### src/rtl/mem_arbiter_pkg.sv
// Shared types for the cache/memory arbiter: bus structs, FSM state, line sizes.
`timescale 1ns/1ps
package mem_arbiter_pkg;

    localparam int CD_LINE_W = 128;
    localparam int CD_ADDR_W = 32;
    localparam int CD_CNT_W  = 32;

    typedef logic [CD_LINE_W-1:0] cache_data_type;

    // Request towards a memory: address, write data, direction, qualifier.
    typedef struct packed {
        logic [CD_ADDR_W-1:0] addr;
        cache_data_type       data;
        logic                 rw;
        logic                 valid;
    } mem_req_type;

    // Response from a memory: read data plus one-cycle completion strobe.
    typedef struct packed {
        cache_data_type data;
        logic           ready;
    } mem_data_type;

    typedef enum logic [1:0] {
        IDLE   = 2'd0,
        BUSY_I = 2'd1,
        BUSY_D = 2'd2,
        DONE   = 2'd3
    } arb_state_type;

    // Free-running wrap-around increment used by the performance counters.
    function automatic logic [CD_CNT_W-1:0] cnt_inc(input logic [CD_CNT_W-1:0] v,
                                                    input logic              en);
        return v + {{(CD_CNT_W-1){1'b0}}, en};
    endfunction

endpackage

### src/rtl/mem_arbiter_perf.sv
// Bank of wrap-around 32-bit event counters, one per strobe bit.
`timescale 1ns/1ps
module mem_arbiter_perf
    import mem_arbiter_pkg::*;
#(
    parameter int N_CNT = 3
) (
    input  logic                              clk_i,
    input  logic                              rst_ni,
    input  logic [N_CNT-1:0]                  i_inc,
    output logic [N_CNT-1:0][CD_CNT_W-1:0]    o_cnt
);

    genvar gi;
    generate
        for (gi = 0; gi < N_CNT; gi++) begin : g_cnt
            logic [CD_CNT_W-1:0] r_cnt;

            // Count one event per cycle the strobe is high; cleared by reset.
            always_ff @(posedge clk_i or negedge rst_ni) begin
                if (!rst_ni) begin
                    r_cnt <= '0;
                end else begin
                    r_cnt <= cnt_inc(r_cnt, i_inc[gi]);
                end
            end

            assign o_cnt[gi] = r_cnt;
        end
    endgenerate

endmodule

### src/rtl/mem_arbiter.sv
// Shares one main-memory port between the I-cache and D-cache. One line
// transaction at a time; alternating priority on conflicts; the memory
// ready/data is routed straight back to the owner of the transaction.
`timescale 1ns/1ps
module mem_arbiter
    import mem_arbiter_pkg::*;
#(
    parameter int LINE_W = CD_LINE_W,
    parameter int ADDR_W = CD_ADDR_W
) (
    input  logic          clk_i,
    input  logic          rst_ni,
    input  mem_req_type   icache_req_i,
    output mem_data_type  icache_data_o,
    input  mem_req_type   dcache_req_i,
    output mem_data_type  dcache_data_o,
    output mem_req_type   mem_req_o,
    input  mem_data_type  mem_data_i,
    output logic          busy_o,
    output logic [31:0]   no_igrant_o,
    output logic [31:0]   no_dgrant_o,
    output logic [31:0]   no_conflict_o
);

    arb_state_type       r_state;
    logic                r_prio_d;
    logic [ADDR_W-1:0]   r_addr;
    logic [LINE_W-1:0]   r_data;
    logic                r_rw;
    logic                r_valid;

    logic                w_idle;
    logic                w_both;
    logic                w_grant_d;
    logic                w_grant_i;
    logic                w_resp_i;
    logic                w_resp_d;
    logic [2:0]          w_inc;
    logic [2:0][31:0]    w_cnt;

    // Arbitration only takes effect in IDLE; D wins when it is alone or holds priority.
    assign w_idle    = (r_state == IDLE);
    assign w_both    = icache_req_i.valid & dcache_req_i.valid;
    assign w_grant_d = w_idle & dcache_req_i.valid & (~icache_req_i.valid | r_prio_d);
    assign w_grant_i = w_idle & icache_req_i.valid & ~w_grant_d;

    // Memory completion is only meaningful while a transaction is outstanding.
    assign w_resp_i  = (r_state == BUSY_I) & mem_data_i.ready;
    assign w_resp_d  = (r_state == BUSY_D) & mem_data_i.ready;

    // Transaction FSM: grant, wait for memory, one turnaround cycle.
    always_ff @(posedge clk_i or negedge rst_ni) begin
        if (!rst_ni) begin
            r_state  <= IDLE;
            r_prio_d <= 1'b1;
            r_addr   <= '0;
            r_data   <= '0;
            r_rw     <= 1'b0;
            r_valid  <= 1'b0;
        end else begin
            case (r_state)
                IDLE: begin
                    if (w_grant_d) begin
                        r_addr   <= dcache_req_i.addr;
                        r_data   <= dcache_req_i.data;
                        r_rw     <= dcache_req_i.rw;
                        r_valid  <= 1'b1;
                        r_prio_d <= 1'b0;
                        r_state  <= BUSY_D;
                    end else if (w_grant_i) begin
                        r_addr   <= icache_req_i.addr;
                        r_data   <= icache_req_i.data;
                        r_rw     <= icache_req_i.rw;
                        r_valid  <= 1'b1;
                        r_prio_d <= 1'b1;
                        r_state  <= BUSY_I;
                    end
                end
                BUSY_I, BUSY_D: begin
                    if (mem_data_i.ready) begin
                        r_valid <= 1'b0;
                        r_state <= DONE;
                    end
                end
                DONE: begin
                    r_state <= IDLE;
                end
                default: begin
                    r_state <= IDLE;
                end
            endcase
        end
    end

    assign mem_req_o = {r_addr, r_data, r_rw, r_valid};
    assign busy_o    = ~w_idle;

    // Zero-latency response routing; the non-owning port stays all zero.
    always_comb begin
        icache_data_o = '0;
        dcache_data_o = '0;
        if (w_resp_i) begin
            icache_data_o.data  = mem_data_i.data;
            icache_data_o.ready = 1'b1;
        end
        if (w_resp_d) begin
            dcache_data_o.data  = mem_data_i.data;
            dcache_data_o.ready = 1'b1;
        end
    end

    assign w_inc = {w_idle & w_both, w_grant_d, w_grant_i};

    mem_arbiter_perf #(
        .N_CNT (3)
    ) u_perf (
        .clk_i  (clk_i),
        .rst_ni (rst_ni),
        .i_inc  (w_inc),
        .o_cnt  (w_cnt)
    );

    assign no_igrant_o   = w_cnt[0];
    assign no_dgrant_o   = w_cnt[1];
    assign no_conflict_o = w_cnt[2];

endmodule

### config.mk
export PLATFORM = sky130hd
export DESIGN_NAME = mem_arbiter
export DESIGN_NICKNAME = d
export VERILOG_FILES = /design/src/rtl/mem_arbiter_pkg.sv /design/src/rtl/mem_arbiter_perf.sv /design/src/rtl/mem_arbiter.sv
export SDC_FILE = /design/constraint.sdc
export NUM_CORES = 1
export LEC_CHECK = 0
export ABC_AREA = 1
export BUFFER_PORTS_ARGS = -buffer_cell sky130_fd_sc_hd__buf_2
export CAP_MARGIN = 5
export CORE_AREA = 2 2 380 382
export CTS_BUF_LIST = sky130_fd_sc_hd__clkbuf_2 sky130_fd_sc_hd__clkbuf_4 sky130_fd_sc_hd__clkbuf_8
export CTS_CLUSTER_DIAMETER = 80
export DETAILED_ROUTE_END_ITERATION = 7
export DIE_AREA = 0 0 382 384
export SYNTH_ARGS = -nofsm -noshare
export SYNTH_HDL_FRONTEND = slang
export SYNTH_SLANG_ARGS = --single-unit
export TNS_END_PERCENT = 30
### constraint.sdc
create_clock -name clk_i -period 2.4 [get_ports clk_i]
set_input_delay 0.24 -clock clk_i [delete_from_list [all_inputs] [get_ports clk_i]]
set_output_delay 0.24 -clock clk_i [all_outputs]
set_load 0.01 [all_outputs]
; Word level (Yosys, flattened, before mapping)
; Cells that the tools add are included.
[word_totals]
latch_bits = 0
input_bits = 455
romBits = 0
mem_count = 0
register_bits = 261
out_inout_bits = 517
ramBits = 0
elab_cells = 53
[op_classes]
add_sub_neg = 3
order_cmp = 0
mux = 17
eq_ne = 5
reduce_logical = 7
mul = 0
n_shift = 0
n_div = 0
bitwise = 12
[op_table]
columns = operator, count
row1 = 2-to-1 mux 129 bit, 2
row2 = 2-to-1 mux 128 bit, 2
row3 = adder 32 x 1 -> 32 bit, 3
row4 = 2-to-1 mux 32 bit, 2
row5 = bitwise AND 1 bit, 8
row6 = 2-to-1 mux 1 bit, 6
row7 = 2-to-1 mux 2 bit, 3
row8 = case mux 2 bit (3 select lines), 1
row9 = "== test 2 bit, second input constant", 2
row10 = AND reduction 2 bit, 2
row11 = nonzero test 2 bit, 2
row12 = "!= test 3 x 1 -> 1 bit, second input constant", 1
row13 = inverter 1 bit, 3
row14 = AND reduction 3 bit, 1
row15 = "== test 2 x 1 -> 1 bit, second input constant", 1
row16 = zero test 2 bit, 1
row17 = "!= test 2 bit, second input constant", 1
row18 = case mux 1 bit (2 select lines), 1
row19 = OR reduction 2 bit, 1
row20 = OR 1 bit, 1

; Longest topological paths before layout
[logic_depth]
depth_word = 8
depth_mapped = 16
mapped_depth_nobuf = 14

; Hierarchy
; Synthesis repeated with hierarchy kept, for this count alone.
[unflattened]
cells_unflattened = 2364
area_unflattened_um2 = 16052.9
[modules_own_cells]
columns = mod, seq_area_each_um2, area_each_um2, n_inst, cells_per_inst
row1 = mem_arbiter, 4130.2, 10797.9, 1, 1684
row2 = mem_arbiter_perf, 2402.3, 5255.0, 1, 680

; Worst setup path before layout
; OpenSTA, ideal clock, no wires.
[synth_path]
path_type = reg-to-reg
start = register r_state[0]
end = register u_perf.g_cnt[1].r_cnt[20]
period_less_slack_ps = 2427
slack_ps = -27
setup_time_ps = 117
path_stages_with_launch = 16
required_ps = 2283
path_buffers = 2
arrival_ps = 2311
cell_sequence = dfrtp_1 -> inv_1 -> ha_1 -> nand2_2 -> a21oi_2 -> buf_6 -> buf_6 -> ha_1 -> ha_1 -> nand2_1 -> nor2_1 -> nand2_1 -> nor2_1 -> nand2_1 -> nand2_1 -> nand2_1
[synth_between]
elab_chain_cells = 4
[synth_rtl]
columns = item, line_no
row1 = start: declaration, mem_arbiter.sv:25  ; arb_state_type r_state;
row2 = start signal: assignment, mem_arbiter.sv:54  ; r_state <= IDLE;
row3 = start signal: assignment, mem_arbiter.sv:69  ; r_state <= BUSY_D;
row4 = start signal: assignment, mem_arbiter.sv:76  ; r_state <= BUSY_I;
row5 = zero test 2 bit, mem_arbiter.sv:42  ; assign w_idle = (r_state == IDLE);
row6 = bitwise AND 1 bit (2 in series), mem_arbiter.sv:44  ; assign w_grant_d = w_idle & dcache_req_i.valid & (~icache_req_i.valid | r_prio_d);
row7 = adder 32 x 1 -> 32 bit, mem_arbiter_pkg.sv:35  ; return v + {{(CD_CNT_W-1){1'b0}}, en};
row8 = end signal: assignment, mem_arbiter_perf.sv:24  ; r_cnt <= cnt_inc(r_cnt, i_inc[gi]);
row9 = end: declaration, mem_arbiter_perf.sv:17  ; logic [CD_CNT_W-1:0] r_cnt;
; No other way between the ends.
; A chain may end at the register's enable or synchronous reset.

==> flow_summary.ini <==
[finish]
syn2layout_area_growth_pct = 98.4
multi_input_area_um2 = 7390
layout.nets = 3833
fillCellCount = 15900
final_cell_mix = buf_2 (875), nand2_1 (623), nor2_1 (389)
final_cell_area_um2 = 28400
drive_gt1_frac = 0.393
final-seq-area_um2 = 6530
final_common_cell = buf_2

[sta]
fin_ws_ps = -34.3
fmax_ghz = 0.411
min_period_ps = 2430
setup_viol = 16
holdWs_ps = 75.2
tightest_slew_ps = 808
finClkSkew_ps = 62.8
drv_slew = 0
slew_headroom = 0.462
rsz0062_at_grt = yes
min_period_over_period = 1.01
finalHoldViolations = 0

[placed_design]
port_buffers = 971
globalplace.congestion = 1.01
dpl.hpwl_um = 101000
place_area_um2 = 21600

[floorplan]
num_rows = 139
fp.dieW_um = 382
fp.dieH_um = 384
coreArea_um2 = 143000
initial_core_util = 0.100
fp.dieArea_um2 = 147000
io-pin-count = 972

[grt]
grt_start_max_net_pins = 115
track_usage = 0.158
grt_pass1_vias = 19100
grt_pass1_wl_um = 159000
gr-total-overflow = 0
antenna_found_initial = 99

[worst_setup_path]
required_ps = 2160
crit_path_end_kind = primary output
path_cells = inv_2, buf_6, ha_4, nand2_8, buf_12, clkbuf_16, nor2_4, buf_6
worstSetupPathType = reg2out
worstPathBufferInverterCount = 5
crit_top_cell = buf_6
path_max_fanout = 8
cp_slowest_cell = dfrtp_1
cp_top_family = buffers and inverters
worstPathArrival_ps = 2190
startpoint_type = register
slowest_delay_ps = 380

[detailed_routing]
wl_um = 125000
vias_per_cell = 3.73
wl_per_cell_um = 23.3
first_pass_iters = 8
first_iter_violations = 1698
num_vias = 20000
ant_nets = 0
drc = 0

[synthesis]
synth_area_per_cell_um2 = 7.02
synth_cells = 2040
yosysWarningCount = 0
synth.distinct_cells = 23
yosys_register_bits = 261
ys_seq_area_frac = 0.456
syn-cell-area_um2 = 14300
syn_nets = 2507

[clock_tree]
cts_root_buffer = clkbuf_8
htreeDepth = 2
cts.path.max_buffers = 3
clkTransAtPathRegs_ps = 60
cts_buffers = 53
clk_latency_ps = 700
cts.sinks = 261
cts_tree = built

[power_and_ir_drop]
vdd_ir_drop_max_uv = 535
power_density_nw_per_um2 = 907
fin_total_pwr_mw = 25.8
leakage_nw = 13.8

[run_status]
violations = setup timing
outcome = finished with violations

[hold_path]
holdCritPathClass = in2reg

[run]
cap_violations = 0
## kinds of logic (layout without fill, tap and decap cells)
family                   Yosys count  count (layout)  synth area share
AO/OA/AOI/OAI                    171             171            0.0741
XOR/XNOR                          45              45            0.0275
adder cells (fa/ha/maj)           12              12            0.0105
buffers and inverters            306            1672            0.0933
flip-flops                       261             261             0.456
other                              0              51                 0
AND/OR/NAND/NOR                 1245            1246             0.338
## path summary, 6_finish.rpt
check | to | cells after the start | slack (ps) | startpoint
min reg2reg | u_perf.g_cnt[0].r_cnt[31] | 2 | 500 | u_perf.g_cnt[0].r_cnt[31]
max | dcache_data_o[78] | 8 | -30 | r_state[0]
min | u_perf.g_cnt[0].r_cnt[0] | 4 | 80 | icache_req_i[0]
max reg2reg | u_perf.g_cnt[1].r_cnt[18] | 15 | 150 | r_state[0]
min in group asynchronous | u_perf.g_cnt[1].r_cnt[0] | 2 | 160 | rst_ni
max in group asynchronous | u_perf.g_cnt[2].r_cnt[15] | 3 | 1450 | rst_ni
## repair_timing
item                                   4_1_cts  5_1_grt
endpoints found under the hold margin      326        0
setup buffers                                8        9
hold buffers                               325        0
setup endpoints to repair                  263      287
gates resized for setup                    241      195
pin swaps                                    6       13
cloned                                      10       12
## cell usage after synthesis
master	number	area, um2
xor2_1	29	254
nor2_2	9	56.3
buf_2	36	180
buf_4	12	90.1
dfrtp_1	260	6510
buf_6	13	146
nand2_4	1	11.3
a21oi_2	1	8.76
nand2_1	630	2360
dfstp_2	1	26.3
inv_1	203	762
clkbuf_1	41	154
nor2_4	3	33.8
a31oi_1	161	1010
nor2_1	550	2060
ha_1	12	150
o21ai_0	9	45.0
inv_2	1	3.75
xnor2_1	16	140
nand3_1	29	145
nand3b_1	19	143
nand2_2	3	18.8
nor3_1	1	5.00
## power by group
group          internal [mW]  switching [mW]
clock                   3.22            2.33
combinational           4.84            8.47
sequential              5.96           0.933
total                   14.0            11.7
## state kept, by name, summed over array words and instances (netlist names)
signal              count
r_valid                 1
r_addr                 32
r_data                128
u_perf.g_cnt.r_cnt     96
r_state                 2
r_prio_d                1
r_rw                    1
## tightest hold or removal path, delay by kind of cell
family | cells | cell delay [ps]
adder cells (fa/ha/maj) | 1 | 120
AND/OR/NAND/NOR | 2 | 180
buffers and inverters | 1 | 140
## stage by stage
stage	TNS, ps	instances	worst slack (ps)	utilization
CTS	-11850	5292	-136	0.191
global placement	-255	4853	-60.8	0.151
detailed placement	-1000	4853	-158	0.151
floorplan	0	2040	6.40	-
finish	-204	5361	-34.3	0.199
global route	-22460	5348	-162	0.199
## area by class of cell
cell class | count | share of cell area
clock buffers | 79 | 0.0367
clock inverters | 17 | 0.00736
diodes | 51 | 0.00449
flip-flops and latches | 261 | 0.230
well taps | 1903 | 0.0838
multi-input cells | 1474 | 0.260
repair buffers | 1372 | 0.350
inverters | 204 | 0.0270
## metal layers
layer / up-vias / part of all wire / global-route usage
li1: 9013 / - / -
met1: 9418 / 0.37 / 0.178
met2: 1157 / 0.45 / 0.250
met3: 331 / 0.11 / 0.0667
met4: 52 / 0.066 / 0.0895
met5: - / 0.0027 / 0
No activity file was read; power rests on OpenSTA's default activity.
